$ cat config.mk
export PLATFORM = sky130hd
export DESIGN_NAME = alu_op_sequencer
export DESIGN_NICKNAME = d
export VERILOG_FILES = /design/src/rtl/alu_seq_pkg.sv /design/src/rtl/alu_op_sequencer_ref.sv /design/src/rtl/alu_op_sequencer.sv
export SDC_FILE = /design/constraint.sdc
export NUM_CORES = 1
export LEC_CHECK = 0
export ABC_AREA = 1
export BUFFER_PORTS_ARGS = -buffer_cell sky130_fd_sc_hd__buf_2
export CORE_UTILIZATION = 45
export DETAILED_ROUTE_END_ITERATION = 8
export PLACE_DENSITY = 0.78
export SYNTH_ARGS = -nofsm -noshare
export SYNTH_HDL_FRONTEND = slang
export SYNTH_SLANG_ARGS = --single-unit
$ cat constraint.sdc
create_clock -name clk -period 4.45 [get_ports clk]
set_clock_uncertainty 0.05 [all_clocks]
set_input_delay 0.2225 -clock clk [delete_from_list [all_inputs] [get_ports clk]]
set_output_delay 0.2225 -clock clk [all_outputs]
set_load 0.02 [all_outputs]
$ cat src/rtl/alu_seq_pkg.sv
// Shared types and widths for the ALU opcode sequencer.
package alu_seq_pkg;
  localparam int DATA_W = 32;
  localparam int CNT_W  = 8;
  localparam int ERR_W  = 16;

  typedef enum logic [2:0] {
    OP_AND, OP_OR, OP_XOR, OP_NOT, OP_ADD, OP_SHL, OP_SHR, OP_TRUNC
  } aluOpT;

  typedef enum logic [1:0] {
    IDLE, DRIVE, WAIT
  } seqStateT;
endpackage

$ cat src/rtl/alu_op_sequencer_ref.sv
// Combinational golden model of the 32-bit ALU, used by the optional self-check.
module alu32_ref_model
  import alu_seq_pkg::*;
(
  input  logic [DATA_W-1:0] opA,
  input  logic [DATA_W-1:0] opB,
  input  logic              carryIn,
  input  logic [2:0]        opSel,
  output logic [DATA_W-1:0] result,
  output logic              carryOut
);
  logic [DATA_W:0] sum;

  always_comb begin
    sum      = {1'b0, opA} + {1'b0, opB} + {{DATA_W{1'b0}}, carryIn};
    result   = '0;
    carryOut = 1'b0;
    case (aluOpT'(opSel))
      OP_AND:   result = opA & opB;
      OP_OR:    result = opA | opB;
      OP_XOR:   result = opA ^ opB;
      OP_NOT:   result = ~opA;
      OP_ADD:   {carryOut, result} = sum;
      OP_SHL:   result = opA << opB[4:0];
      OP_SHR:   result = opA >> opB[4:0];
      OP_TRUNC: result = {16'h0, opA[15:0]};
    endcase
  end
endmodule

$ cat src/rtl/alu_op_sequencer.sv
// Walks one latched operand set through all 8 ALU opcodes, holding each for HOLD cycles.
// Define ALU_SEQ_CHECK_EN to compare every captured result against alu32_ref_model.
module alu_op_sequencer
  import alu_seq_pkg::*;
#(
  parameter int HOLD = 2
) (
  input  logic        clk,
  input  logic        rst_n,
  input  logic        in_valid,
  output logic        in_ready,
  input  logic [31:0] in_a,
  input  logic [31:0] in_b,
  input  logic        in_ci,
  output logic [31:0] alu_in1,
  output logic [31:0] alu_in2,
  output logic        alu_ci,
  output logic [2:0]  alu_op,
  input  logic [31:0] alu_out,
  input  logic        alu_co,
  output logic        res_valid,
  input  logic        res_ready,
  output logic [2:0]  res_op,
  output logic [31:0] res_data,
  output logic        res_co,
  output logic        busy,
  output logic        done,
  output logic        err_sticky,
  output logic [15:0] err_count
);
  localparam logic [CNT_W-1:0] HOLD_RELOAD = CNT_W'(HOLD - 1);

  seqStateT         state, stateNext;
  logic [CNT_W-1:0] cnt;
  logic             accept, capture, resHandshake, lastOp;

  assign accept       = (state == IDLE) && in_valid;
  assign capture      = (state == DRIVE) && (cnt == '0);
  assign resHandshake = (state == WAIT) && res_ready;
  assign lastOp       = (aluOpT'(alu_op) == OP_TRUNC);

  always_ff @(posedge clk or negedge rst_n) begin
    if (!rst_n) state <= IDLE;
    else        state <= stateNext;
  end

  always_comb begin
    stateNext = state;
    in_ready  = 1'b0;
    busy      = 1'b1;
    res_valid = 1'b0;
    case (state)
      IDLE: begin
        in_ready = 1'b1;
        busy     = 1'b0;
        if (in_valid) stateNext = DRIVE;
      end
      DRIVE: if (cnt == '0) stateNext = WAIT;
      WAIT: begin
        res_valid = 1'b1;
        if (res_ready) stateNext = lastOp ? IDLE : DRIVE;
      end
      default: stateNext = IDLE;
    endcase
  end

  always_ff @(posedge clk or negedge rst_n) begin
    if (!rst_n) begin
      alu_in1  <= '0;
      alu_in2  <= '0;
      alu_ci   <= 1'b0;
      alu_op   <= '0;
      cnt      <= '0;
      res_op   <= '0;
      res_data <= '0;
      res_co   <= 1'b0;
      done     <= 1'b0;
    end else begin
      done <= 1'b0;
      if (accept) begin
        alu_in1 <= in_a;
        alu_in2 <= in_b;
        alu_ci  <= in_ci;
        alu_op  <= OP_AND;
        cnt     <= HOLD_RELOAD;
      end
      if (capture) begin
        res_op   <= alu_op;
        res_data <= alu_out;
        res_co   <= alu_co;
      end else if (state == DRIVE) begin
        cnt <= cnt - 1'b1;
      end
      // Last opcode ends the set; otherwise step to the next opcode and re-arm the hold
      if (resHandshake) begin
        if (lastOp) begin
          done <= 1'b1;
        end else begin
          alu_op <= alu_op + 3'd1;
          cnt    <= HOLD_RELOAD;
        end
      end
    end
  end

`ifdef ALU_SEQ_CHECK_EN
  logic [31:0]      refOut;
  logic             refCo;
  logic             mismatch;
  logic             errStickyR;
  logic [ERR_W-1:0] errCountR;

  function automatic logic [ERR_W-1:0] satInc(input logic [ERR_W-1:0] v);
    return (&v) ? v : v + ERR_W'(1);
  endfunction

  alu32_ref_model uRef (
    .opA      (alu_in1),
    .opB      (alu_in2),
    .carryIn  (alu_ci),
    .opSel    (alu_op),
    .result   (refOut),
    .carryOut (refCo)
  );

  // Carry is only architecturally meaningful for ADD, so it is only compared there
  assign mismatch = capture &&
                    ((alu_out != refOut) || ((aluOpT'(alu_op) == OP_ADD) && (alu_co != refCo)));

  always_ff @(posedge clk or negedge rst_n) begin
    if (!rst_n) begin
      errStickyR <= 1'b0;
      errCountR  <= '0;
    end else if (mismatch) begin
      errStickyR <= 1'b1;
      errCountR  <= satInc(errCountR);
    end
  end

  assign err_sticky = errStickyR;
  assign err_count  = errCountR;
`else
  assign err_sticky = 1'b0;
  assign err_count  = '0;
`endif
endmodule

==> impl_results.md <==
* Placer Congestion at roughly 0.81
* P per Cell Area at between 700 and 800 mW/mm^2
* Maximum vdd drop at around 430 uV
* Antenna diodes at 0
* Synth Instances at ~560
* Clock Sinks at roughly 120
* Initial DRT Pass Iterations at 9
* Setup Buffers After CTS at 0
* CP max-delay cell: nor2_8
* CTS H-tree depth at 4
* Most common cell after layout, fill and taps aside: nand2_1
* Routed length per instance at around 15 um
* Clock slew at reported path FFs at about 0.06 ns
* Layout cells sized above 1 at between 20% and 30%
* Clk Latency, worst-skew pair at approximately 0.52 ns
* Worst stage delay on the critical path at 0.42 ns
* Crit path max fanout at 43
* Synthesis Warnings at 0
* Crit path cell chain: inv_1 -> ha_1 -> nand2_2 -> nor2_8 -> nand2_4 -> nand2_1 -> nand2_1
* Post-CTS Resized at 0
* Vias at roughly 5000
* Syn avg cell area at between 8 and 9 um^2
* Worst-case clock buffer depth at 2
* Core ar. at about 0.010 mm^2
* Largest net degree at the start of global routing at 82
* Cts bufs inserted at 17
* Most frequent cells in the layout: nand2_1 (284), buf_2 (208), dfrtp_1 (115)
* Filler Cells Inserted at 662
* Buf/Inv on CP at 1
* Critical Path End Type: flip-flop
* First DRT Iteration DRCs at between 400 and 500
* Std cell rows at 37
* Crit path DAT at about 2.5 ns
* Vias in the first global route at a little under 5000
* Area Growth Syn to Fin at 53.6%
* Final Cycle Share at between 40% and 50%
* Family with the most delay on the worst path: simple AND/OR/NAND/NOR gates
* Total Die Area at 0.0112 mm^2
* Hold slack at 0.360 ns
* Min-Delay Path Class: in2async
* I/O pins at between 200 and 250
* Root Buffer: clkbuf_8
* Fin nets at 971
* Drt total wl at between 15000 and 20000 um
* Vias per cell at approximately 4.9
* Crit path time final at 2.16 ns
* Slew HR at between 20% and 30%
* Startpoint types: flip-flop
* Initial antenna violation count at 0
* Worst-margin pin slew at 1.14 ns
* GR Util All Layers at between 20% and 30%
* Final setup vio count at 0
* Post-route ant nets at 0
* Aggregate global routing overflow at 0
* Core Util, Final at between 70% and 80%
* Hold-fix buffers, CTS at 100
* Status: finished clean
* Total negative slack at 0 ns
* HPWL Detailed at between 7000 and 8000 um
* CTS tree: done
* Total of max-cap violations at 0
* Starting Density at a little under half
* Post-route DRC at 0
* Port Buffers at between 200 and 250
* Top cell by count, worst path: nand2_1
* Horiz. Die Dim at 106 um
* Leakage power at approximately 0.0042 uW
* Final hold violation count at 0
* Crit path kind: reg2reg
* FMAX at 0.462 GHz
* Number of synthesized register bits at about 120
* Cell Area, Synth at between 0.004 and 0.005 mm^2
* RSZ-0062 raised after global routing: false
* Worst Path Required at between 4 and 5 ns
* Die H at ~110 um
* Register area share after synthesis at roughly 59%
* First-pass GRT wire length at between 20000 and 25000 um
* Final Max Tran Viols at 0
* Post-synthesis cell type count at 22
[report_power, final]
group	switching (uW)	internal, uW
clock network	470	891
registers	305	1540
logic	1560	732
total	2340	3160
[state kept, by name, summed over array words and instances, names as in the netlist, 2 cells and up]
register / cells
alu_op: 3
res_op: 3
alu_in2: 32
cnt: 8
res_data: 32
alu_in1: 32
state: 2
[synth_stat cells (all sizes together)]
cell	count	area, um^2
o21ai	10	61.3
buf	37	268
inv	21	78.8
nand4	1	6.26
nand3	45	225
clkbuf	5	18.8
or2	1	6.26
conb	1	3.75
nand3b	1	7.51
dfrtp	115	2880
nand2	291	1110
a21oi	4	20.0
ha	3	37.5
nor2	27	125
[layout make-up]
class / instances / area, um^2 / share of cell area, %
timing repair buffer: 311 / 2060 / 27.7
clock inverter: 9 / 129 / 1.73
tap: 136 / 170 / 2.28
sequential: 115 / 2880 / 38.6
clock buffer: 22 / 463 / 6.21
inverter: 21 / 78.8 / 1.06
multi-input combinational: 400 / 1670 / 22.4
[per-layer routing]
metal / global-route usage [%] / wire length [um] / share of wire, %
met1: 31.5 / 5820 / 39
met2: 47.4 / 7520 / 50
met3: 8.10 / 1220 / 8.1
met4: 12.9 / 532 / 3.5
met5: 0 / 0 / 0
[path summary, 6_finish.rpt]
| kind | from | to | slack [ns] | cells past startpoint |
|---|---|---|---|---|
| worst max register to register | cnt[0] | res_data[23] | 2.29 | 7 |
| max in group asynchronous | rst_n | alu_in2[23] | 2.97 | 3 |
| min in group clk | in_valid | alu_in2[6] | 0.36 | 5 |
| worst min-delay path | rst_n | res_data[3] | 0.36 | 2 |
| worst max-delay path | cnt[0] | res_data[23] | 2.29 | 7 |
| worst min register to register | res_data[4] | res_data[4] | 0.41 | 2 |
[through the flow]
stage                     power (uW)  cell area (um^2)  worst slack, ns  std cells
after global placement          3910              5860             2.41        883
after floorplan                 3290              4910             2.92        578
after detailed placement        3980              5860             2.36        883
after CTS                       5430              7450             2.33       1014
after global routing            5820              7450             2.12       1014
final                           5500              7450             2.29       1014
[kinds of logic after synthesis]
| logic type | Yosys count | share of synthesized area [%] |
|---|---|---|
| AO/OA/AOI/OAI | 14 | 1.68 |
| flip-flops | 115 | 59.3 |
| buffers and inverters | 63 | 7.53 |
| other | 1 | 0.0773 |
| AND/OR/NAND/NOR | 366 | 30.6 |
| adder cells (fa/ha/maj) | 3 | 0.774 |
No activity file was read; power rests on OpenSTA's default activity.
